[src/rtl/demux_bank_scheduler.sv]
// Scheduler for the 1-to-16 demux feeding the transpose-conv buffer banks: spreads a
// cfg_num_banks x cfg_words_per_bank stream across banks. Define DEMUX_SCHED_BANK_MAJOR_EN for bank-major fill.
module demux_bank_scheduler #(
    parameter int unsigned DATA_WIDTH = 16,
    parameter int unsigned ADDR_WIDTH = 10
) (
    input  logic                  clk,
    input  logic                  rst_n,
    input  logic                  start,
    input  logic [4:0]            cfg_num_banks,
    input  logic [ADDR_WIDTH-1:0] cfg_words_per_bank,
    input  logic                  cfg_bank_major,
    input  logic                  s_valid,
    input  logic [DATA_WIDTH-1:0] s_data,
    output logic                  s_ready,
    output logic [3:0]            demux_sel,
    output logic [DATA_WIDTH-1:0] demux_data,
    output logic [15:0]           bank_we,
    output logic [ADDR_WIDTH-1:0] bank_addr,
    output logic                  busy,
    output logic                  done
);

    localparam int unsigned NUM_BANKS = 16;
    localparam int unsigned SEL_W     = 4;
    localparam int unsigned CFG_N_W   = 5;

    typedef enum logic [1:0] {
        ST_IDLE = 2'd0,
        ST_RUN  = 2'd1,
        ST_DONE = 2'd2
    } state_t;

    state_t                state_q, state_d;
    logic [SEL_W-1:0]      bank_cnt_q, bank_cnt_d;
    logic [ADDR_WIDTH-1:0] addr_cnt_q, addr_cnt_d;
    logic [SEL_W-1:0]      n_last_q, n_last_d;
    logic [ADDR_WIDTH-1:0] w_last_q, w_last_d;
    logic                  major_q, major_d;

    logic                  beat_c;
    logic                  bank_wrap_c;
    logic                  addr_wrap_c;
    logic                  last_beat_c;
    logic                  start_major_c;
    logic [CFG_N_W-1:0]    n_eff_c;

`ifdef DEMUX_SCHED_BANK_MAJOR_EN
    assign start_major_c = cfg_bank_major;
`else
    logic unused_bank_major;
    assign unused_bank_major = cfg_bank_major;
    assign start_major_c     = 1'b0;
`endif

    // State-derived status; s_ready decodes the state register only
    assign s_ready = (state_q == ST_RUN);
    assign busy    = (state_q != ST_IDLE);
    assign done    = (state_q == ST_DONE);

    // Next-state and counter sequencing
    always_comb begin
        state_d    = state_q;
        bank_cnt_d = bank_cnt_q;
        addr_cnt_d = addr_cnt_q;
        n_last_d   = n_last_q;
        w_last_d   = w_last_q;
        major_d    = major_q;

        beat_c      = s_valid && (state_q == ST_RUN);
        bank_wrap_c = (bank_cnt_q == n_last_q);
        addr_wrap_c = (addr_cnt_q == w_last_q);
        last_beat_c = beat_c && bank_wrap_c && addr_wrap_c;
        n_eff_c     = ((cfg_num_banks == '0) || (cfg_num_banks > CFG_N_W'(NUM_BANKS)))
                      ? CFG_N_W'(NUM_BANKS) : cfg_num_banks;

        case (state_q)
            ST_IDLE: begin
                if (start) begin
                    n_last_d   = SEL_W'(n_eff_c - CFG_N_W'(1));
                    w_last_d   = cfg_words_per_bank - ADDR_WIDTH'(1);
                    major_d    = start_major_c;
                    bank_cnt_d = '0;
                    addr_cnt_d = '0;
                    state_d    = (cfg_words_per_bank == '0) ? ST_DONE : ST_RUN;
                end
            end
            ST_RUN: begin
                if (last_beat_c) begin
                    // Clear on the final beat so counters never pass N-1 / W-1
                    bank_cnt_d = '0;
                    addr_cnt_d = '0;
                    state_d    = ST_DONE;
                end else if (beat_c) begin
                    if (major_q) begin
                        if (addr_wrap_c) begin
                            addr_cnt_d = '0;
                            bank_cnt_d = bank_cnt_q + SEL_W'(1);
                        end else begin
                            addr_cnt_d = addr_cnt_q + ADDR_WIDTH'(1);
                        end
                    end else begin
                        if (bank_wrap_c) begin
                            bank_cnt_d = '0;
                            addr_cnt_d = addr_cnt_q + ADDR_WIDTH'(1);
                        end else begin
                            bank_cnt_d = bank_cnt_q + SEL_W'(1);
                        end
                    end
                end
            end
            ST_DONE: state_d = ST_IDLE;
            default: state_d = ST_IDLE;
        endcase
    end

    // State and configuration registers
    always_ff @(posedge clk or negedge rst_n) begin
        if (!rst_n) begin
            state_q    <= ST_IDLE;
            bank_cnt_q <= '0;
            addr_cnt_q <= '0;
            n_last_q   <= '0;
            w_last_q   <= '0;
            major_q    <= 1'b0;
        end else begin
            state_q    <= state_d;
            bank_cnt_q <= bank_cnt_d;
            addr_cnt_q <= addr_cnt_d;
            n_last_q   <= n_last_d;
            w_last_q   <= w_last_d;
            major_q    <= major_d;
        end
    end

    // Demux/bank write port, one cycle behind the accepted beat
    always_ff @(posedge clk or negedge rst_n) begin
        if (!rst_n) begin
            demux_sel  <= '0;
            demux_data <= '0;
            bank_we    <= '0;
            bank_addr  <= '0;
        end else begin
            bank_we <= beat_c ? (NUM_BANKS'(1) << bank_cnt_q) : '0;
            if (beat_c) begin
                demux_sel  <= bank_cnt_q;
                demux_data <= s_data;
                bank_addr  <= addr_cnt_q;
            end
        end
    end

endmodule

[config.mk]
export PLATFORM = sky130hd
export DESIGN_NAME = demux_bank_scheduler
export DESIGN_NICKNAME = d
export VERILOG_FILES = /design/src/rtl/demux_bank_scheduler.sv
export SDC_FILE = /design/constraint.sdc
export NUM_CORES = 1
export LEC_CHECK = 0
export CELL_PAD_IN_SITES_DETAIL_PLACEMENT = 2
export CELL_PAD_IN_SITES_GLOBAL_PLACEMENT = 2
export CORE_UTILIZATION = 30
export DETAILED_ROUTE_END_ITERATION = 10
export PLACE_DENSITY_LB_ADDON = 0.1
export SETUP_SLACK_MARGIN = 0.3
export SLEW_MARGIN = 0
export SYNTH_ARGS = -nofsm -noshare
export SYNTH_HDL_FRONTEND = slang
export SYNTH_SLANG_ARGS = --single-unit
[constraint.sdc]
create_clock -name clk -period 3.3 [get_ports clk]
set_input_delay 0.825 -clock clk [delete_from_list [all_inputs] [get_ports clk]]
set_output_delay 0.825 -clock clk [all_outputs]
set_load 0.03 [all_outputs]
==> summary.txt, run 1 <==
Run status
  • Outcome: finished, violations left
  • Failing checks: DRC

Setup path
  • R2r setup slk: 1.44 ns
  • Critical path peak fanout: 6
  • Critical path type: reg2out
  • Nature of the critical path startpoint: register
  • WP data arrival: about 1.8 ns
  • CP Capture Type: output pin
  • WP data required: 2.47 ns

Clock tree
  • PostCTS Resize Cnt: 0
  • Root Buffer Master: clkbuf_16
  • Deepest clock path buffer count: 2
  • Worst-path clk slew: 0.06 ns
  • Num CTS Buffers: 9
  • Hold buffers post-CTS: 0
  • H-tree Lvls: 3
  • Latest clock arrival within the worst-skew pair: 0.34 ns
  • CTS Sinks: 76
  • Setup bufs post-CTS: 0
  • CTS tree: done

Power
  • Sw Pwr: 1.14 mW
  • Pint: 2.15 mW
  • Power share of the clock group: 0.308
  • Cell Pwr Density: 689 nW/um2
  • Comb power frac: 0.297
  • Net Sw Frac: 0.347
  • Part of the power in registers: 0.395
  • Leak pwr: 2.22 nW
  • VDD IR max: 0.295 mV

Synth
  • Asr flop ratio synth: 1.00
  • Post-Syn Area: 3580 um2
  • Post-synth EDFFs: 0
  • FF+latch count, synth: between 70 and 80
  • Syn Area/Cell: 9.94 um2
  • Yosys warning count: 0
  • Syn nets: 406
  • Predominant post-synthesis flop cell: dfrtp_1
  • Post-Synthesis Cells: 360
  • Area leader, netlist: dfrtp_1
  • Share of the synthesized area in the top cell type: 0.531
  • Main area contributors after synthesis: dfrtp_1 53%, nand2_1 11%, ha_1 3.5%
  • Yosys cell types: 48
  • Sequential share of the synthesized area: 0.531

Route
  • Drt wl/cell: between 15 and 20 um
  • Antenna Nets Post-Route: 0
  • Iteration-0 DRC Markers: 93
  • Pre-Repair DR Iteration Count: 7
  • Vias per cell: approximately 4.8
  • WL final: 9.21 mm
  • Vias: 2801
  • # DRC: 12

Layout
  • Synth-to-Final Area Change: 33.2%
  • Final Instance Area: 4770 um2
  • Fraction of layout cells with a size suffix above 1: 0.0862
  • # fillers: 1279
  • Ant diodes: 0
  • Post-layout util: 0.414
  • Nets@finish: 482

STA
  • Min setup slack post-route: 0.729 ns
  • Final number of setup-violating endpoints: 0
  • RSZ-0062 raised after global routing: false
  • Max-slew violation count: 0
  • Setup Skew: 0.00734 ns
  • Slew HR: 0.335
  • Fin. Hold Viols: 0
  • Setup TNS Final: 0 ns
  • Final Critical Period: approximately 2.6 ns
  • Tightest Pin Transition: 0.997 ns
  • Max Freq: 0.389 GHz
  • Period utilization: 0.779

Global route
  • Pin count of the biggest net entering global routing: 77
  • GRT Total Usage: 0.165
  • Number of global-route vias before repair: 3109
  • Initial antenna violation count: 0
  • GRT Residual Overflow: 0
  • First-pass GRT wire length: 15.9 mm

Floorplan
  • Total core area: roughly 12000 um2
  • Row count: 39
  • Die X: 111 um
  • Initial Utilization: 0.311
  • DIE HEIGHT: 111 um
  • Die area: 12400 um2
  • IO Pins: 85

Flow run
  • Max_cap viols: 0

Worst hold path
  • Worst Hold Class: reg2reg

Placed design
  • Area after DPL: 4470 um2
  • GP Congestion: 0.740
  • Post-place setup slack: approximately 0.71 ns
  • Dpl hpwl: 6.42 mm
  • Number of port buffers: 83
layer usage:
layer,up-vias,track usage,wire length [um]
li1,1345,-,-
met1,1382,0.190,4030
met2,59,0.287,4680
met3,15,0.0344,271
met4,0,0.0865,235
met5,-,0,0
placed cells by master (no fill, tap or decap), types with 2 or more instances in the layout:
| master | n |
|---|---|
| nand2_1 | 106 |
| clkdlybuf4s50_1 | 82 |
| dfrtp_1 | 76 |
| o21ai_0 | 24 |
| xnor2_1 | 14 |
| and3_1 | 12 |
| nor3_1 | 11 |
| xor2_1 | 10 |
| ha_1 | 10 |
| nor2_1 | 9 |
| clkbuf_16 | 9 |
| and2_1 | 8 |
| inv_1 | 7 |
| a31oi_1 | 5 |
| mux2i_1 | 5 |
| buf_4 | 5 |
| nor4_1 | 3 |
| clkinv_2 | 3 |
| nor2b_1 | 2 |
| nand4_2 | 2 |
| and3_2 | 2 |
| a21oi_1 | 2 |
| nor4_2 | 2 |
| nand4_1 | 2 |
| or2_1 | 2 |
| nand3_1 | 2 |
| nand3b_1 | 2 |
stage by stage:
stage / hold slack [ns] / power [mW] / instances
2_1_floorplan: 0.454 / 1.91 / 360
3_3_place_gp: 0.457 / 2.28 / 568
3_5_place_dp: 0.470 / 2.31 / 568
4_1_cts: 0.483 / 3.36 / 584
5_1_grt: 0.500 / 3.51 / 584
6_report: 0.476 / 3.29 / 584
cell families (layout without fill, tap and decap cells):
group | count (synthesis) | count (layout) | share of synthesized area
AO/OA/AOI/OAI | 39 | 39 | 0.0668
XOR/XNOR | 24 | 24 | 0.0587
adder cells (fa/ha/maj) | 10 | 10 | 0.0350
buffers and inverters | 29 | 110 | 0.0489
AND/OR/NAND/NOR | 177 | 177 | 0.245
multiplexers | 5 | 5 | 0.0140
flip-flops | 76 | 76 | 0.531
final timing paths:
kind,cells after the start,end,from
max,2,s_ready,state_q[1]
min,2,bank_addr[4],bank_addr[4]
max reg2reg,5,addr_cnt_q[9],bank_cnt_q[2]
min reg2reg,2,bank_addr[4],bank_addr[4]
max in group asynchronous,1,bank_addr[9],rst_n
min in group asynchronous,1,bank_we[11],rst_n
cells in the mapped netlist, types with 7 or more instances:
| master | instances |
|---|---|
| nand2_1 | 106 |
| dfrtp_1 | 76 |
| o21ai_0 | 24 |
| xnor2_1 | 14 |
| and3_1 | 12 |
| nor3_1 | 11 |
| ha_1 | 10 |
| xor2_1 | 10 |
| nor2_1 | 9 |
| and2_1 | 8 |
| clkbuf_1 | 8 |
| buf_6 | 7 |
| inv_1 | 7 |
final cells by class:
cell class,count,area (um2),area share
flip-flops and latches,76,1900,0.399
clock inverters,6,62.6,0.0131
multi-input cells,255,1500,0.315
well taps,143,179,0.0375
repair buffers,87,858,0.180
clock buffers,10,239,0.0501
inverters,7,26.3,0.00551
flip-flops by register name (all words and copies together), names as in the netlist:
register,count
n_last_q,4
addr_cnt_q,10
bank_cnt_q,4
demux_data,16
state_q,2
demux_sel,4
w_last_q,10
bank_addr,10
bank_we,16
critical path, cell delays in order, from the launching register on:
cell and delay, ns:
dfrtp_1 0.42, and2b_2 0.30, clkdlybuf4s50_1 0.69
power by group through the flow:
stage | sequential, mW | combinational [mW] | clock (mW)
floorplan | 1.44 | 0.468 | 0
global placement | 1.31 | 0.966 | 0
global route | 1.34 | 1.08 | 1.09
CTS | 1.31 | 0.999 | 1.05
detailed placement | 1.32 | 0.990 | 0
finish | 1.30 | 0.976 | 1.01
No activity file was read; power rests on OpenSTA's default activity.
==> run 2, diff against run 1 <==
- CORE_UTILIZATION: 30 -> 28
- clock period: 3.3 -> 2.2 ns (I/O delays scaled with it)
==> summary.txt, run 2 (synthesis results as in run 1) <==
Run status
  • Outcome: finished clean (was finished, violations left)

Route
  • Drt wl/cell: 15.5 um (was 15.8 um)
  • Pre-Repair DR Iteration Count: 3 (was 7)
  • Vias per cell: 4.59 (was 4.80)
  • Antenna Nets Post-Route: 0 (unchanged)
  • Iteration-0 DRC Markers: 90 (was 93)
  • WL final: 9.65 mm (was 9.21 mm)
  • Vias: 2855 (was 2801)
  • # DRC: 0 (was 12)

Clock tree
  • Latest clock arrival within the worst-skew pair: 0.34 ns (about the same)
  • Hold buffers post-CTS: 0 (unchanged)
  • CTS Sinks: 76 (unchanged)
  • Worst-path clk slew: 0.06 ns (about the same)
  • Root Buffer Master: clkbuf_16 (unchanged)
  • CTS tree: done (unchanged)
  • Deepest clock path buffer count: 2 (unchanged)
  • H-tree Lvls: 3 (unchanged)
  • Num CTS Buffers: 9 (unchanged)

Layout
  • Synth-to-Final Area Change: 37.9% (was 33.2%)
  • # fillers: 1361 (was 1279)
  • Ant diodes: 0 (unchanged)
  • Biggest regs: bank_we (16), demux_data (16) (unchanged)
  • Most frequent cells in the layout: 106 x nand2_1, 73 x dfrtp_1, 35 x dlygate4sd2_1, 33 x clkdlybuf4s50_1, 24 x o21ai_0 (was 106 x nand2_1, 82 x clkdlybuf4s50_1, 76 x dfrtp_1, 24 x o21ai_0, 14 x xnor2_1)
  • Non-filler cells, final: 622 (was 584)
  • Nets@finish: 496 (was 482)
  • Fraction of layout cells with a size suffix above 1: 0.128 (was 0.0862)
  • Most common cell after layout, fill and taps aside: nand2_1 (unchanged)

Setup path
  • Crit path buffers/inverters: 1 (unchanged)
  • CP peak stage delay: 0.44 ns (was 0.69 ns)
  • R2r setup slk: 0.38 ns (was 1.44 ns)
  • Critical R2R Launch: state_q[1] (was bank_cnt_q[2])
  • WP data arrival: 1.34 ns (was 1.75 ns)
  • WP data required: 1.65 ns (was 2.47 ns)
  • Reg2Reg Depth: 6 (was 5)
  • CP Launch Point: state_q[1] (unchanged)
  • FF-to-FF End: addr_cnt_q[9] (unchanged)
  • CP cell instances: nor2b_1, clkdlybuf4s15_1 (was and2b_2, clkdlybuf4s50_1)
  • Critical path peak fanout: 6 (unchanged)
  • Crit path capture: done (was s_ready)
  • CP top delay family: flip-flops (was buffers and inverters)
  • CP max-delay cell: dfrtp_1 (was clkdlybuf4s50_1)
  • Critical path type: reg2out (unchanged)
  • CP Capture Type: output pin (unchanged)
  • Nature of the critical path startpoint: register (unchanged)
  • Levels on crit path: 2 (unchanged)

Floorplan
  • Die area: 13200 um2 (was 12400 um2)
  • Initial Utilization: 0.293 (was 0.311)
  • DIE HEIGHT: 115 um (was 111 um)
  • Row count: 40 (was 39)
  • Total core area: 12200 um2 (was 11500 um2)
  • IO Pins: 85 (unchanged)
  • Die X: 115 um (was 111 um)

STA
  • Max-slew violation count: 0 (unchanged)
  • Hold_ws: 0.147 ns (was 0.476 ns)
  • Period utilization: 0.859
  • RSZ-0062 raised after global routing: true (was false)
  • Slew HR: 0.711 (was 0.335)
  • Fin. Hold Viols: 0 (unchanged)
  • Final Critical Period: 1.89 ns
  • Final number of setup-violating endpoints: 0 (unchanged)
  • Tightest Pin Transition: 0.433 ns (was 0.997 ns)
  • Setup Skew: 0.00628 ns (was 0.00734 ns)
  • Max Freq: 0.529 GHz

Global route
  • First-pass GRT wire length: 16.0 mm (was 15.9 mm)
  • Pin count of the biggest net entering global routing: 46 (was 77)
  • Number of global-route vias before repair: 3114 (was 3109)
  • Initial antenna violation count: 0 (unchanged)
  • GRT Residual Overflow: 0 (unchanged)
  • GRT Total Usage: 0.160 (was 0.165)

Power
  • Part of the power in registers: 0.390 (was 0.395)
  • Leak pwr: 2.58 nW (was 2.22 nW)
  • VDD IR max: 0.304 mV (was 0.295 mV)
  • Sw Pwr: 1.70 mW (was 1.14 mW)
  • Pint: 3.24 mW (was 2.15 mW)
  • Cell Pwr Density: 1000 nW/um2 (was 689 nW/um2)
  • Power Total: 4.95 mW (was 3.29 mW)
  • Net Sw Frac: 0.345 (was 0.347)
  • Power share of the clock group: 0.314 (was 0.308)
  • Comb power frac: 0.296 (was 0.297)

Worst hold path
  • Worst Hold Class: in2async (was reg2reg)

Placed design
  • Dpl hpwl: 7.06 mm (was 6.42 mm)
  • Cells after DPL: 604 (was 568)
  • Number of port buffers: 83 (unchanged)
  • GP Congestion: 0.752 (was 0.740)

Flow run
  • Max_cap viols: 0 (unchanged)
## run 2: cell count changes in the layout (fill, tap and decap cells not counted), sizes merged, moves of 4 or more
cell           before  now
clkinv              4    0
dlymetal6s2s        0   11
dlygate4sd2         0   35
clkdlybuf4s50      82   33
buf                 5   21
## run 2: repair_timing
action / CTS / global route
resized for setup: 43 / 22
endpoints found under the setup margin: 38 / 29
setup buffers: 0 / 3
endpoints found under the hold margin: 0 / 0
gates cloned: 0 / 0
pin swaps: 0 / 2
## run 2: worst min-delay path by stage
stage / startpoint / to / slack [ns] / cells after the start
after detailed placement: demux_data[11] / demux_data[11] / 0.47 / 2
after global routing: rst_n / bank_we[11] / 0.17 / 1
after floorplan: rst_n / addr_cnt_q[0] / 0.25 / 0
final: rst_n / bank_we[9] / 0.15 / 1
after global placement: demux_data[10] / demux_data[10] / 0.46 / 2
after CTS: rst_n / bank_we[9] / 0.15 / 1
## run 2: through the flow
| stage | setup slack (ns) | utilization | area, um2 | setup TNS [ns] |
|---|---|---|---|---|
| 2_1_floorplan | 0.536 | - | 3580 | 0 |
| 3_3_place_gp | 0.0282 | 0.376 | 4590 | 0 |
| 3_5_place_dp | -0.0553 | 0.376 | 4590 | -0.0553 |
| 4_1_cts | 0.263 | 0.398 | 4860 | 0 |
| 5_1_grt | 0.247 | 0.404 | 4940 | 0 |
| 6_report | 0.310 | 0.404 | 4940 | 0 |
## run 2: power groups by stage
stage,Clock [mW],Combinational (mW),Sequential (mW)
final,1.55,1.47,1.93
after global placement,0,1.49,1.96
after detailed placement,0,1.55,1.97
after floorplan,0,0.702,2.16
after CTS,1.61,1.48,1.94
after global routing,1.67,1.63,1.98
## run 2: cell type report
type	instances	area, um2	area share
tap	168	210	0.0426
clock inverter	3	45.0	0.00912
sequential	76	1910	0.386
inverter	7	26.3	0.00532
timing repair buffer	101	966	0.196
clock buffer	12	267	0.0540
multi-input combinational	255	1520	0.307
## run 2: routing by layer
metal | vias to the layer above | wire length, um | track usage
li1 | 1374 | - | -
met1 | 1420 | 4300 | 0.192
met2 | 51 | 4840 | 0.275
met3 | 10 | 311 | 0.0274
met4 | 0 | 193 | 0.0831
met5 | - | 0 | 0
